==> config.mk <==
export PLATFORM = sky130hd
export DESIGN_NAME = countdown_timer_bcd
export DESIGN_NICKNAME = d
export VERILOG_FILES = /design/src/rtl/countdown_timer_bcd.sv
export SDC_FILE = /design/constraint.sdc
export NUM_CORES = 1
export LEC_CHECK = 0
export BUFFER_PORTS_ARGS = -buffer_cell sky130_fd_sc_hd__buf_2
export CORE_AREA = 2 2 62 64
export CTS_CLUSTER_SIZE = 10
export DETAILED_ROUTE_END_ITERATION = 10
export DIE_AREA = 0 0 64 66
export MAX_ROUTING_LAYER = met4
export PLACE_DENSITY = 0.82
export SYNTH_ARGS = -nofsm -noshare
export SYNTH_HDL_FRONTEND = slang
export SYNTH_SLANG_ARGS = --single-unit
export TNS_END_PERCENT = 100
==> constraint.sdc <==
create_clock -name clk_in -period 3.95 [get_ports clk_in]
set_clock_uncertainty 0.05 [all_clocks]
set_input_delay 0.9875 -clock clk_in [delete_from_list [all_inputs] [get_ports clk_in]]
set_output_delay 0.9875 -clock clk_in [all_outputs]
set_load 0.01 [all_outputs]
==> src/rtl/countdown_timer_bcd.sv <==
// Two-digit BCD countdown timer driven by an internal prescaler of clk_in.
// Loads a clamped 00-99 preset, counts down one step per TICK_DIV cycles
// once started, pulses done on reaching 00 and holds there until load/reset.
module countdown_timer_bcd #(
    parameter int TICK_DIV = 50_000_000
) (
    input  logic       clk_in,
    input  logic       rst_n,
    input  logic       load,
    input  logic [3:0] preset_tens,
    input  logic [3:0] preset_units,
    input  logic       start,
    input  logic       pause,
    output logic [7:0] out,
    output logic       running,
    output logic       done,
    output logic       expired
);

    localparam int PW = (TICK_DIV > 1) ? $clog2(TICK_DIV) : 1;
    localparam logic [PW-1:0] PRESC_LAST = PW'(TICK_DIV - 1);

    typedef enum logic [1:0] {
        S_IDLE,
        S_RUN,
        S_PAUSED,
        S_DONE
    } state_t;

    state_t        r_state;
    state_t        w_state_nxt;
    logic [3:0]    r_tens;
    logic [3:0]    r_units;
    logic [3:0]    w_tens_nxt;
    logic [3:0]    w_units_nxt;
    logic [PW-1:0] r_presc;
    logic [PW-1:0] w_presc_nxt;
    logic          r_done;
    logic          w_done_nxt;
    logic          w_zero;
    logic          w_last_step;

    // Digits above 9 are not valid BCD; saturate them to 9.
    function automatic logic [3:0] clamp_bcd(input logic [3:0] d);
        return (d > 4'd9) ? 4'd9 : d;
    endfunction

    assign w_zero      = (r_tens == 4'd0) && (r_units == 4'd0);
    assign w_last_step = (r_tens == 4'd0) && (r_units == 4'd1);

    // State, count, prescaler and done pulse registers with synchronous reset.
    always_ff @(posedge clk_in) begin
        if (!rst_n) begin
            r_state <= S_IDLE;
            r_tens  <= '0;
            r_units <= '0;
            r_presc <= '0;
            r_done  <= 1'b0;
        end else begin
            r_state <= w_state_nxt;
            r_tens  <= w_tens_nxt;
            r_units <= w_units_nxt;
            r_presc <= w_presc_nxt;
            r_done  <= w_done_nxt;
        end
    end

    // Next-state logic: load > pause > start/tick.
    // Leaving PAUSED with pause low advances the prescaler on that same edge,
    // so each paused cycle delays the following ticks by exactly one edge.
    always_comb begin
        w_state_nxt = r_state;
        w_tens_nxt  = r_tens;
        w_units_nxt = r_units;
        w_presc_nxt = r_presc;
        w_done_nxt  = 1'b0;

        if (load) begin
            w_tens_nxt  = clamp_bcd(preset_tens);
            w_units_nxt = clamp_bcd(preset_units);
            w_presc_nxt = '0;
            w_state_nxt = S_IDLE;
        end else begin
            unique case (r_state)
                S_IDLE: begin
                    if (start && !w_zero) begin
                        w_state_nxt = S_RUN;
                        w_presc_nxt = '0;
                    end
                end
                S_RUN, S_PAUSED: begin
                    if (pause) begin
                        w_state_nxt = S_PAUSED;
                    end else begin
                        w_state_nxt = S_RUN;
                        if (r_presc == PRESC_LAST) begin
                            w_presc_nxt = '0;
                            if (!w_zero) begin
                                if (r_units != 4'd0) begin
                                    w_units_nxt = r_units - 4'd1;
                                end else begin
                                    w_units_nxt = 4'd9;
                                    w_tens_nxt  = r_tens - 4'd1;
                                end
                                if (w_last_step) begin
                                    w_state_nxt = S_DONE;
                                    w_done_nxt  = 1'b1;
                                end
                            end
                        end else begin
                            w_presc_nxt = r_presc + 1'b1;
                        end
                    end
                end
                S_DONE: begin
                end
                default: begin
                    w_state_nxt = S_IDLE;
                end
            endcase
        end
    end

    assign out     = {r_tens, r_units};
    assign running = (r_state == S_RUN);
    assign expired = (r_state == S_DONE);
    assign done    = r_done;

endmodule

### After elaboration in Yosys (flattened, before gate mapping)

Index checks and enable logic that the tools add are counted.

* flip-flop bits (word level): 37
* latch bits: 0
* memory bits (writable): 0
* bits in read-only memories: 0
* input bits: 13
* output and inout bits: 11
* memories kept: 0

* $add $sub $neg: 3
* $mul: 0
* div/mod/pow operators: 0
* $lt $le $gt $ge: 2
* eq/ne operators: 10
* shifts and indexed selects: 0
* multiplexer cells: 25
* bitwise logic cells: 3
* reduce and logical (&&, ||, !) cells: 18

Operators by type and width (count)
* $mux 26: 3
* $mux 4: 14
* $pmux 26 s2: 1
* $add 26x1->26 const B: 1
* $eq 26x26->1 const B: 1
* $mux 2: 5
* $ne 2x2->1 const B: 5
* $gt 4x4->1 const B: 2
* $logic_not 4->1: 2
* $sub 4x1->4 const B: 2
* $reduce_bool 2->1: 3
* $reduce_or 6->1: 1
* $reduce_and 5->1: 1
* $eq 2x2->1 const B: 2
* $eq 4x1->1 const B: 1
* $pmux 2 s2: 1
* $reduce_and 4->1: 1
* $reduce_bool 4->1: 1
* $reduce_or 2->1: 2
* $logic_and 1x1->1: 3
* $not 1->1: 3
* $reduce_and 3->1: 1
* $eq 2x1->1 const B: 1
* $logic_not 2->1: 1
* 3 further kinds: 3

### Logic depth before layout (Yosys ltp)

* depth in word-level cells: 7
* mapped depth: 9

### Least setup slack after synthesis

No wires, ideal clock.

* path kind: input to register
* from: input pause
* to: register r_presc[12]
* library setup time: 70 ps
* arrival: 2121 ps
* setup slack: 1710 ps
* stages: 4
* buffers on the path: 0
* cell sequence: a211oi_4 > nand3_4 > or4_1 > a21oi_1

* word-level cells in the longest chain between the ends: 2

RTL lines
* from (decl): RTL line 13 `input logic pause,`
* $ne 2x2->1 (no line)
* $reduce_and 3->1 (no line)
* to (signal assigned): RTL line 63 `r_presc <= w_presc_nxt;`
* to (decl): RTL line 36 `logic [PW-1:0] r_presc;`

Every way passes these cells.
A chain may end at the register's enable or synchronous reset.

### Worst setup path in the final report

* from: register r_state[0]
* to: register r_presc[17]

* word-level cells in the longest chain between the ends: 4
* elaborated cells on any way between the ends: 9
* those cells by class: eq/ne (4); mux (1); reduce/logical (4)

RTL lines
* from (decl): RTL line 30 `state_t r_state;`
* from (signal assigned): RTL line 60 `r_state <= w_state_nxt;`
* $eq 2x1->1 or $eq 2x2->1 (tied branches): RTL line 84 `unique case (r_state)`
* $reduce_or 2->1: RTL line 84
* $ne 2x2->1 (no line) or $reduce_bool 2->1 (tied branches)
* $reduce_and 3->1 (no line)

Several ways; a longest one is shown, not always the timed one.

==> results.toml <==
[global_route]
grt_overflow = 0
grt_pass1_wl_mm = 8.00
grt.met3_usage = 0.0596
grt_pass1_vias = 1718
grt.total_usage = 0.244
grt_use_met2 = 0.346
top_usage_layer = "met2"
grt_use_met1 = 0.341
antenna_found_initial = 0
grt_max_degree = 27

[sta]
max_freq_ghz = 0.368
slew_violations = 0
tns_ps = 0
fin_crit_ps = 2720
hold_viol = 0
hold_slack_ps = 451
maxSlewHeadroom = 0.484
worst_pin_slew_ps = 771
setup-violations-final = 0
rsz0062_at_grt = "no"
timing.final.crit_share = 0.689

[clocking]
postCtsSetupBuffers = 0
cts_sinks = 37
cts_max_path_buffers = 2
cts_hold_buf = 0
root_buffer = "clkbuf_4"
h-tree-depth = 2
cts_buffers = 5
clk_latency_ps = 350
post_cts_resized = 0
cts.reportedPaths.clkPinSlew_ps = 120
cts_tree = "built"

[floorplanning]
die_x_um = 64
num_rows = 22
initial_core_util = 0.604
num_io_pins = 24
die_h_um = 66
core_area_sq_mm = 0.00355
dieArea_sq_mm = 0.00422

[pwr]
p_leak_nw = 0.823
power.total_mw = 0.732
ir_drop_v = 0.000227
power_density_mw_per_mm2 = 313

[synthesis]
ys_ff_latch = 37
ys_seq_area_frac = 0.345
synthArstFlopShare = 0
synth-main-ff-cell = "dfxtp_1"
syn_inst = 255
synth.distinct_cells = 45
synthTopCellsByArea = "dfxtp_1, xor2_1, nand4_1"
netlist_area_sq_mm = 0.00214
synth.top_cell.area_share = 0.345
synth-edff-count = 0
yosysTopAreaCell = "dfxtp_1"
syn_avg_cell_area_sq_um = 8.41
yosysWarningCount = 0
synth_nets = 274

[detailed_routing]
ant_nets = 0
vias_per_cell = 6.22
wl_per_cell_um = 14.2
drc_errors = 0
drt-pass1-iter-count = 4
drt_iter0_markers = 151
drt-total-wl_mm = 4.60
vias = 2020

[worst_setup_path]
critPathArrivalTime_ps = 2960
worstPathMaxFanout = 17
worstRegToRegCells = 7
rr_endpoint = "r_presc[17]"
path_cells = "inv_1, ha_1, nor2_1, a211oi_4, nand3_4, or4_1, a21oi_1"
max_stage_delay_ps = 670
required_ps = 4190
timing.rr.start = "r_state[0]"
r2r_slack_ps = 1230
worstSetupEndpointType = "register"
path_depth = 7
setup.worst_path.start_class = "register"
crit_family = "simple AND/OR/NAND/NOR gates"
path_class = "reg -> reg"
slowest_stage = "a211oi_4"
critPathBufInv = 1

[hold_path]
min-delay-start = "r_presc[25]"
worstHoldEndpoint = "r_presc[25]"
min_path_type = "reg -> reg"
hold_depth = 2

[place]
hpwl_mm = 3.31
io_buffers = 23
gp_congestion = 0.836

[final_layout]
multi_input_area_sq_mm = 0.00132
syn2layout_area_growth_pct = 9.16
drive_above_1_share = 0.170
diodes = 0
fillerInstances = 315
nets = 295
regArea_sq_um = 741

[run]
drv_cap = 0

[run_status]
status = "finished, final reports clean"
[sequential cells by signal, indices dropped and copies added (netlist names)]
register  count
r_units       4
r_tens        4
r_presc      26
done          1
r_state       2
[synthesized netlist by cell type, types with 7 or more instances]
| master | count |
|---|---|
| nand2_1 | 16 |
| or4_1 | 9 |
| dfxtp_1 | 37 |
| o31ai_1 | 8 |
| nand3_1 | 17 |
| a21oi_1 | 16 |
| nand4_1 | 14 |
| a31oi_1 | 7 |
| xor2_1 | 11 |
| or3_1 | 9 |
| nor2_1 | 21 |
| inv_1 | 9 |
| o21ai_0 | 15 |
[per-layer routing]
layer | wire, um | part of all wire
met1 | 2290 | 0.50
met2 | 2080 | 0.45
met3 | 183 | 0.040
met4 | 52 | 0.011
met5 | 0 | 0
[through the flow]
step                       util  area (sq um)  worst slack, ps  instances
after floorplan               -          2140             1710        255
after global placement    0.641          2280             1080        317
after detailed placement  0.641          2280             1030        317
after CTS                 0.659          2340             1220        325
after global routing      0.659          2340             1050        325
final                     0.659          2340             1230        325
[worst min-delay path, cell delays in order, from the launching register on]
cell and delay, ps:
dfxtp_1 340, o21ai_0 70, a21oi_1 60
[cell type report]
class,count,area share
Clock buffer,6,0.0219
Clock inverter,2,0.00588
Inverter,10,0.0160
Multi-Input combinational cell,199,0.565
Sequential cell,37,0.316
Tap cell,48,0.0257
Timing Repair Buffer,23,0.0492
[kinds of logic (layout without fill, tap and decap cells)]
family | after synthesis | after routing | synth area share
muxes | 1 | 1 | 0.00467
buffers and inverters | 19 | 41 | 0.0379
DFF | 37 | 37 | 0.345
AOI/OAI and AO/OA | 60 | 60 | 0.179
and+or+nand+nor | 121 | 121 | 0.353
adders and majority gates | 6 | 6 | 0.0350
xor gates and xnor gates | 11 | 11 | 0.0449
[worst max-delay path by stage]
stage	start	end
after floorplan	pause	r_presc[12]
after global placement	pause	r_presc[17]
after detailed placement	pause	r_presc[17]
after CTS	r_state[0]	r_presc[17]
after global routing	r_state[0]	r_presc[17]
final	r_state[0]	r_presc[17]
[cell usage in the layout, fill, tap and decap left out, types with 2 or more instances in the layout]
cell type,instances
and3_1,4
o21a_1,2
and4_1,6
nor3_1,5
nand3_4,2
nand2_1,16
o211ai_1,3
nand4_1,14
ha_1,6
a21oi_1,16
nor2b_1,2
o31ai_1,8
buf_2,23
or3_1,9
or4_1,9
a31o_2,3
nor4_4,2
inv_1,9
nor2_1,21
a211oi_1,3
nand3_1,17
dfxtp_1,37
o21ai_0,15
clkbuf_4,5
and2_1,2
xor2_1,11
a31oi_1,7
[report_power, final]
group | total, mW | switching (mW) | internal (mW)
logic | 0.119 | 0.0807 | 0.0383
clock network | 0.222 | 0.135 | 0.0868
registers | 0.392 | 0.0106 | 0.381
total | 0.732 | 0.226 | 0.506
(Power assumes the default switching activity.)
